$ cat src/rtl/dmem_initiator.sv
`default_nettype none
// ============================================================================
// dmem_initiator : single-outstanding load/store initiator for the stalling
//                  data-memory port (valid/ready request and response channels)
// Revision       : 1.0
// ============================================================================
module dmem_initiator #(
  parameter int TIMEOUT_CYCLES = 16
) (
  input  logic        clk,
  input  logic        rst_n,
  input  logic        req_valid,
  output logic        req_ready,
  input  logic        req_we,
  input  logic [31:0] req_addr,
  input  logic [31:0] req_wdata,
  input  logic [1:0]  req_size,
  input  logic        req_unsigned,
  output logic        rsp_valid,
  input  logic        rsp_ready,
  output logic [31:0] rsp_rdata,
  output logic [1:0]  rsp_err,
  output logic [31:0] mem_addr,
  output logic [31:0] mem_wdata,
  output logic        mem_read,
  output logic        mem_write,
  output logic [3:0]  mem_sign_mask,
  input  logic [31:0] mem_rdata,
  input  logic        mem_stall,
  output logic        busy
);

  localparam int                 c_cnt_w    = $clog2(TIMEOUT_CYCLES + 1);
  localparam logic [c_cnt_w-1:0] c_cnt_last = c_cnt_w'(TIMEOUT_CYCLES - 1);

  typedef enum logic [2:0] {
    S_IDLE      = 3'd0,
    S_ISSUE     = 3'd1,
    S_WAIT_ACK  = 3'd2,
    S_WAIT_DONE = 3'd3,
    S_RESP      = 3'd4
  } state_t;

  state_t             r_state;
  state_t             w_next;
  logic [c_cnt_w-1:0] r_cnt;
  logic               r_we;
  logic               r_out_of_reset;
  logic               w_accept;
  logic               w_misaligned;
  logic               w_timeout;
  logic [3:0]         w_mask;

  // Blocks acceptance during reset and while the memory is still finishing a
  // transaction that a reset interrupted.
  assign req_ready    = (r_state == S_IDLE) & ~mem_stall & r_out_of_reset;
  assign w_accept     = req_valid & req_ready;
  assign w_timeout    = (r_cnt == c_cnt_last);
  assign w_misaligned = (req_size == 2'b11)
                      | ((req_size == 2'b01) & req_addr[0])
                      | ((req_size == 2'b10) & (req_addr[1:0] != 2'b00));

  always_comb begin
    w_mask = 4'b0000;
    case (req_size)
      2'b00:   w_mask = 4'b0001;
      2'b01:   w_mask = 4'b0011;
      2'b10:   w_mask = 4'b0111;
      default: w_mask = 4'b0000;
    endcase
    if (~req_we & ~req_unsigned & ~req_size[1])
      w_mask[3] = 1'b1;
  end

  always_ff @(posedge clk or negedge rst_n) begin
    if (!rst_n) begin
      r_state        <= S_IDLE;
      r_out_of_reset <= 1'b0;
    end else begin
      r_state        <= w_next;
      r_out_of_reset <= 1'b1;
    end
  end

  always_comb begin
    w_next    = r_state;
    busy      = (r_state != S_IDLE);
    rsp_valid = (r_state == S_RESP);
    mem_read  = 1'b0;
    mem_write = 1'b0;
    case (r_state)
      S_IDLE: begin
        if (w_accept)
          w_next = w_misaligned ? S_RESP : S_ISSUE;
      end
      S_ISSUE: begin
        mem_read  = ~r_we;
        mem_write = r_we;
        w_next    = S_WAIT_ACK;
      end
      S_WAIT_ACK: begin
        if (mem_stall)
          w_next = S_WAIT_DONE;
        else if (w_timeout)
          w_next = S_RESP;
      end
      S_WAIT_DONE: begin
        if (!mem_stall || w_timeout)
          w_next = S_RESP;
      end
      S_RESP: begin
        if (rsp_ready)
          w_next = S_IDLE;
      end
      default: w_next = S_IDLE;
    endcase
  end

  // Counter restarts on every state change and saturates instead of wrapping.
  always_ff @(posedge clk or negedge rst_n) begin
    if (!rst_n)
      r_cnt <= '0;
    else if (r_state != w_next)
      r_cnt <= '0;
    else if (r_cnt != '1)
      r_cnt <= r_cnt + 1'b1;
  end

  always_ff @(posedge clk or negedge rst_n) begin
    if (!rst_n) begin
      mem_addr      <= '0;
      mem_wdata     <= '0;
      mem_sign_mask <= '0;
      r_we          <= 1'b0;
      rsp_rdata     <= '0;
      rsp_err       <= 2'b00;
    end else begin
      case (r_state)
        S_IDLE: begin
          if (w_accept) begin
            mem_addr      <= req_addr;
            mem_wdata     <= req_wdata;
            mem_sign_mask <= w_mask;
            r_we          <= req_we;
            rsp_rdata     <= '0;
            rsp_err       <= w_misaligned ? 2'b01 : 2'b00;
          end
        end
        S_WAIT_ACK: begin
          if (!mem_stall && w_timeout)
            rsp_err <= 2'b10;
        end
        S_WAIT_DONE: begin
          // Memory has already extended the data; pass it through untouched.
          if (!mem_stall)
            rsp_rdata <= r_we ? '0 : mem_rdata;
          else if (w_timeout)
            rsp_err <= 2'b10;
        end
        default: ;
      endcase
    end
  end

endmodule
`default_nettype wire

$ cat config.mk
export PLATFORM = sky130hd
export DESIGN_NAME = dmem_initiator
export DESIGN_NICKNAME = d
export VERILOG_FILES = /design/src/rtl/dmem_initiator.sv
export SDC_FILE = /design/constraint.sdc
export NUM_CORES = 1
export LEC_CHECK = 0
export CAP_MARGIN = 20
export CORE_UTILIZATION = 46
export CTS_BUF_LIST = sky130_fd_sc_hd__clkbuf_8
export DETAILED_ROUTE_END_ITERATION = 7
export PLACE_DENSITY = 0.88
export SLEW_MARGIN = 0
export SYNTH_ARGS = -nofsm -noshare
export SYNTH_HDL_FRONTEND = slang
export SYNTH_SLANG_ARGS = --single-unit
$ cat constraint.sdc
create_clock -name clk -period 3.6 [get_ports clk]
set_input_delay 0.54 -clock clk [delete_from_list [all_inputs] [get_ports clk]]
set_output_delay 0.54 -clock clk [all_outputs]
set_load 0.01 [all_outputs]
==> impl_metrics.yaml <==
status:
  status: "finished clean"
global_route:
  met3_usage: 0.0835
  grt_max_degree: 69
  grt_pass1_wl_um: 18600
  busiest_layer: "met2"
  gr-usage-met1: 0.272
  grtUsageMet2: 0.394
  track_usage: 0.236
  grt-ovfl-total: 0
  antenna_found_initial: 0
  grt_pass1_vias: 3937
clock_network:
  cts_buffers: 9
  post_cts_buffers: 0
  ctsRootBufferMaster: "clkbuf_8"
  htreeDepth: 3
  insertion_delay_ns: 0.36
  cts_buffer_depth: 2
  cts_tree: "yes"
  clock_sinks: 112
  clk_pin_slew_ns: 0.09
  cts.repair.resized: 0
  cts_hold_buf: 0
power_and_ir_drop:
  internal-power_mw: 3.32
  sw_frac_of_total: 0.343
  clkPwrFrac: 0.124
  power.switching_mw: 1.73
  combPwrFrac: 0.452
  vdd_drop_max_mv: 0.448
  p_leak_nw: 3.23
  powerDensity_nw_per_um2: 727
  seqPwrFrac: 0.424
die:
  initial_core_util: 0.472
  die_w_um: 102
  ios: 212
  num_rows: 36
  dieArea_sq_um: 10300
  coreArea_sq_um: 9680
  die_h_um: 102
timing:
  setup_viol: 0
  finalCriticalPeriod_ns: 2.61
  slew_headroom: 0.340
  tightestPinTransition_ns: 0.986
  grt_setup_unrepaired: "no"
  finalCritPeriodShare: 0.726
  fin_setup_tns_ns: 0
  finalHoldViolCount: 0
  skew_ns: 0.00640
  fmaxAchievable_ghz: 0.383
  slew_violations: 0
  hold_slack_ns: 0.171
placement:
  place_inst: 833
  dp_hpwl_um: 9000
  postPlaceCellArea_sq_um: 6810
  routabilityCongestion: 0.794
  portBuffers: 211
routing:
  drt-total-wl_um: 12000
  vias: 4122
  ant_nets: 0
  wl_per_cell_um: 14.2
  drc: 0
  avgViaCountPerCell: 4.88
  dr.pass1.iters: 4
  drtIter0Drc: 156
setup_path:
  endpoint_kind: "output pin"
  crit_path_max_fanout: 7
  critPathArrivalTime_ns: 2.07
  start_kind: "primary input"
  path_class: "in2out"
  crit_required_ns: 3.06
run:
  maxCapViolations: 0
synthesis:
  avgSynthCellArea_sq_um: 8.94
  syn-instance-count: 511
  synth_edf_count: 0
  ys.flop_type: "dfrtp_1"
  ys_seq_elements: 112
  yosys_warnings: 0
  async_reset_ff_frac: 1.00
  synth_top_area_cell: "dfrtp_1"
  syn-cell-area_sq_um: 4570
  yosysSeqAreaShare: 0.614
  synth_top_area_frac: 0.614
  syn_nets: 622
  yosysUniqueCellTypes: 37
  synthTopCellsByArea: "dfrtp_1 (61%), nand2_1 (22%), o21ai_1 (3.9%), ha_1 (1.6%), clkbuf_1 (1.5%)"
cells_and_area:
  postLayoutCellArea_sq_um: 6960
  filler_cell_count: 704
  final_cell_mix: "nand2_1 (271), clkdlybuf4s50_1 (210), dfrtp_1 (112)"
  drive_gt1_frac: 0.0365
  multiInputGateArea_sq_um: 1640
  area_growth_pct: 52.4
  ff_latch_area_sq_um: 2800
  layout_commonest_cell: "nand2_1"
  fin_cells: 845
  antenna_cells: 0
  fin_nets: 822
min_path:
  hold_class: "in2async"
-- registers in the layout, summed over array words and instances (netlist names) --
name and cells:
rsp_err 2, r_we 1, mem_addr 32, r_state 3, r_cnt 5, rsp_rdata 32, mem_wdata 32, mem_sign_mask 4
r_out_of_reset 1
-- metrics by stage --
stage	util	power, mW	setup slack, ns
after global routing	0.719	5.41	0.939
after detailed placement	0.704	4.47	0.887
after floorplan	-	3.03	1.27
final	0.719	5.06	0.986
after CTS	0.719	5.12	1.00
after global placement	0.701	4.36	0.969
-- power by group through the flow --
stage	sequential, mW	clock, mW	combinational (mW)
3_3_place_gp	2.13	0	2.23
6_report	2.15	0.626	2.29
4_1_cts	2.15	0.654	2.32
3_5_place_dp	2.16	0	2.31
2_1_floorplan	2.34	0	0.685
5_1_grt	2.22	0.700	2.50
-- synthesized netlist by cell type (all sizes together), types with 2 or more instances --
cell type / count
a21oi: 5
nand2b: 4
nor4b: 3
nor2: 5
clkbuf: 18
and3: 2
inv: 6
nand2: 272
ha: 6
dfrtp: 112
xnor2: 2
and3b: 4
buf: 11
nand4: 2
o21ai: 40
-- layer usage --
metal	vias to the layer above	part of all wire	routed length, um
met5	-	0	0
met4	0	0.022	263
met3	19	0.10	1250
met2	177	0.48	5780
met1	1929	0.39	4720
li1	1997	-	-
-- final timing paths --
kind / cells after the start / to / startpoint / slack [ns]
max: 4 / req_ready / mem_stall / 0.99
max reg2reg: 8 / r_cnt[1]$_DFFE_PN0P_ / r_cnt[0]$_DFFE_PN0P_ / 1.07
min: 1 / rsp_rdata[20]$_DFFE_PN0P_ / rst_n / 0.17
min reg2reg: 2 / mem_addr[14]$_DFFE_PN0P_ / mem_addr[14]$_DFFE_PN0P_ / 0.48
max in group asynchronous: 3 / mem_wdata[14]$_DFFE_PN0P_ / rst_n / 2.62
min in group clk: 2 / mem_addr[14]$_DFFE_PN0P_ / mem_addr[14]$_DFFE_PN0P_ / 0.48
-- area by class of cell --
cell class                 count  area share
inverter                       6     0.00324
multi-input combinational    364       0.236
tap                          133      0.0239
clock inverter                 2     0.00144
clock buffer                  10      0.0198
sequential                   112       0.403
timing repair buffer         218       0.313
-- critical path, cell delays in order --
cell             delay, ns
clkdlybuf4s50_1       0.52
nor2_1                0.28
and3_1                0.19
clkdlybuf4s50_1       0.54
-- cell families (layout without fill, tap and decap cells) --
family	count (synthesis)	in the layout	share of synthesized area
compound gates	54	54	0.0663
xor+xnor	3	3	0.00575
fa+ha+maj	6	6	0.0164
buf+inv	35	236	0.0296
flops	112	112	0.614
mux	1	1	0.00246
other cells	1	1	0.000821
simple gates	299	299	0.265
No activity file was read; power rests on OpenSTA's default activity.
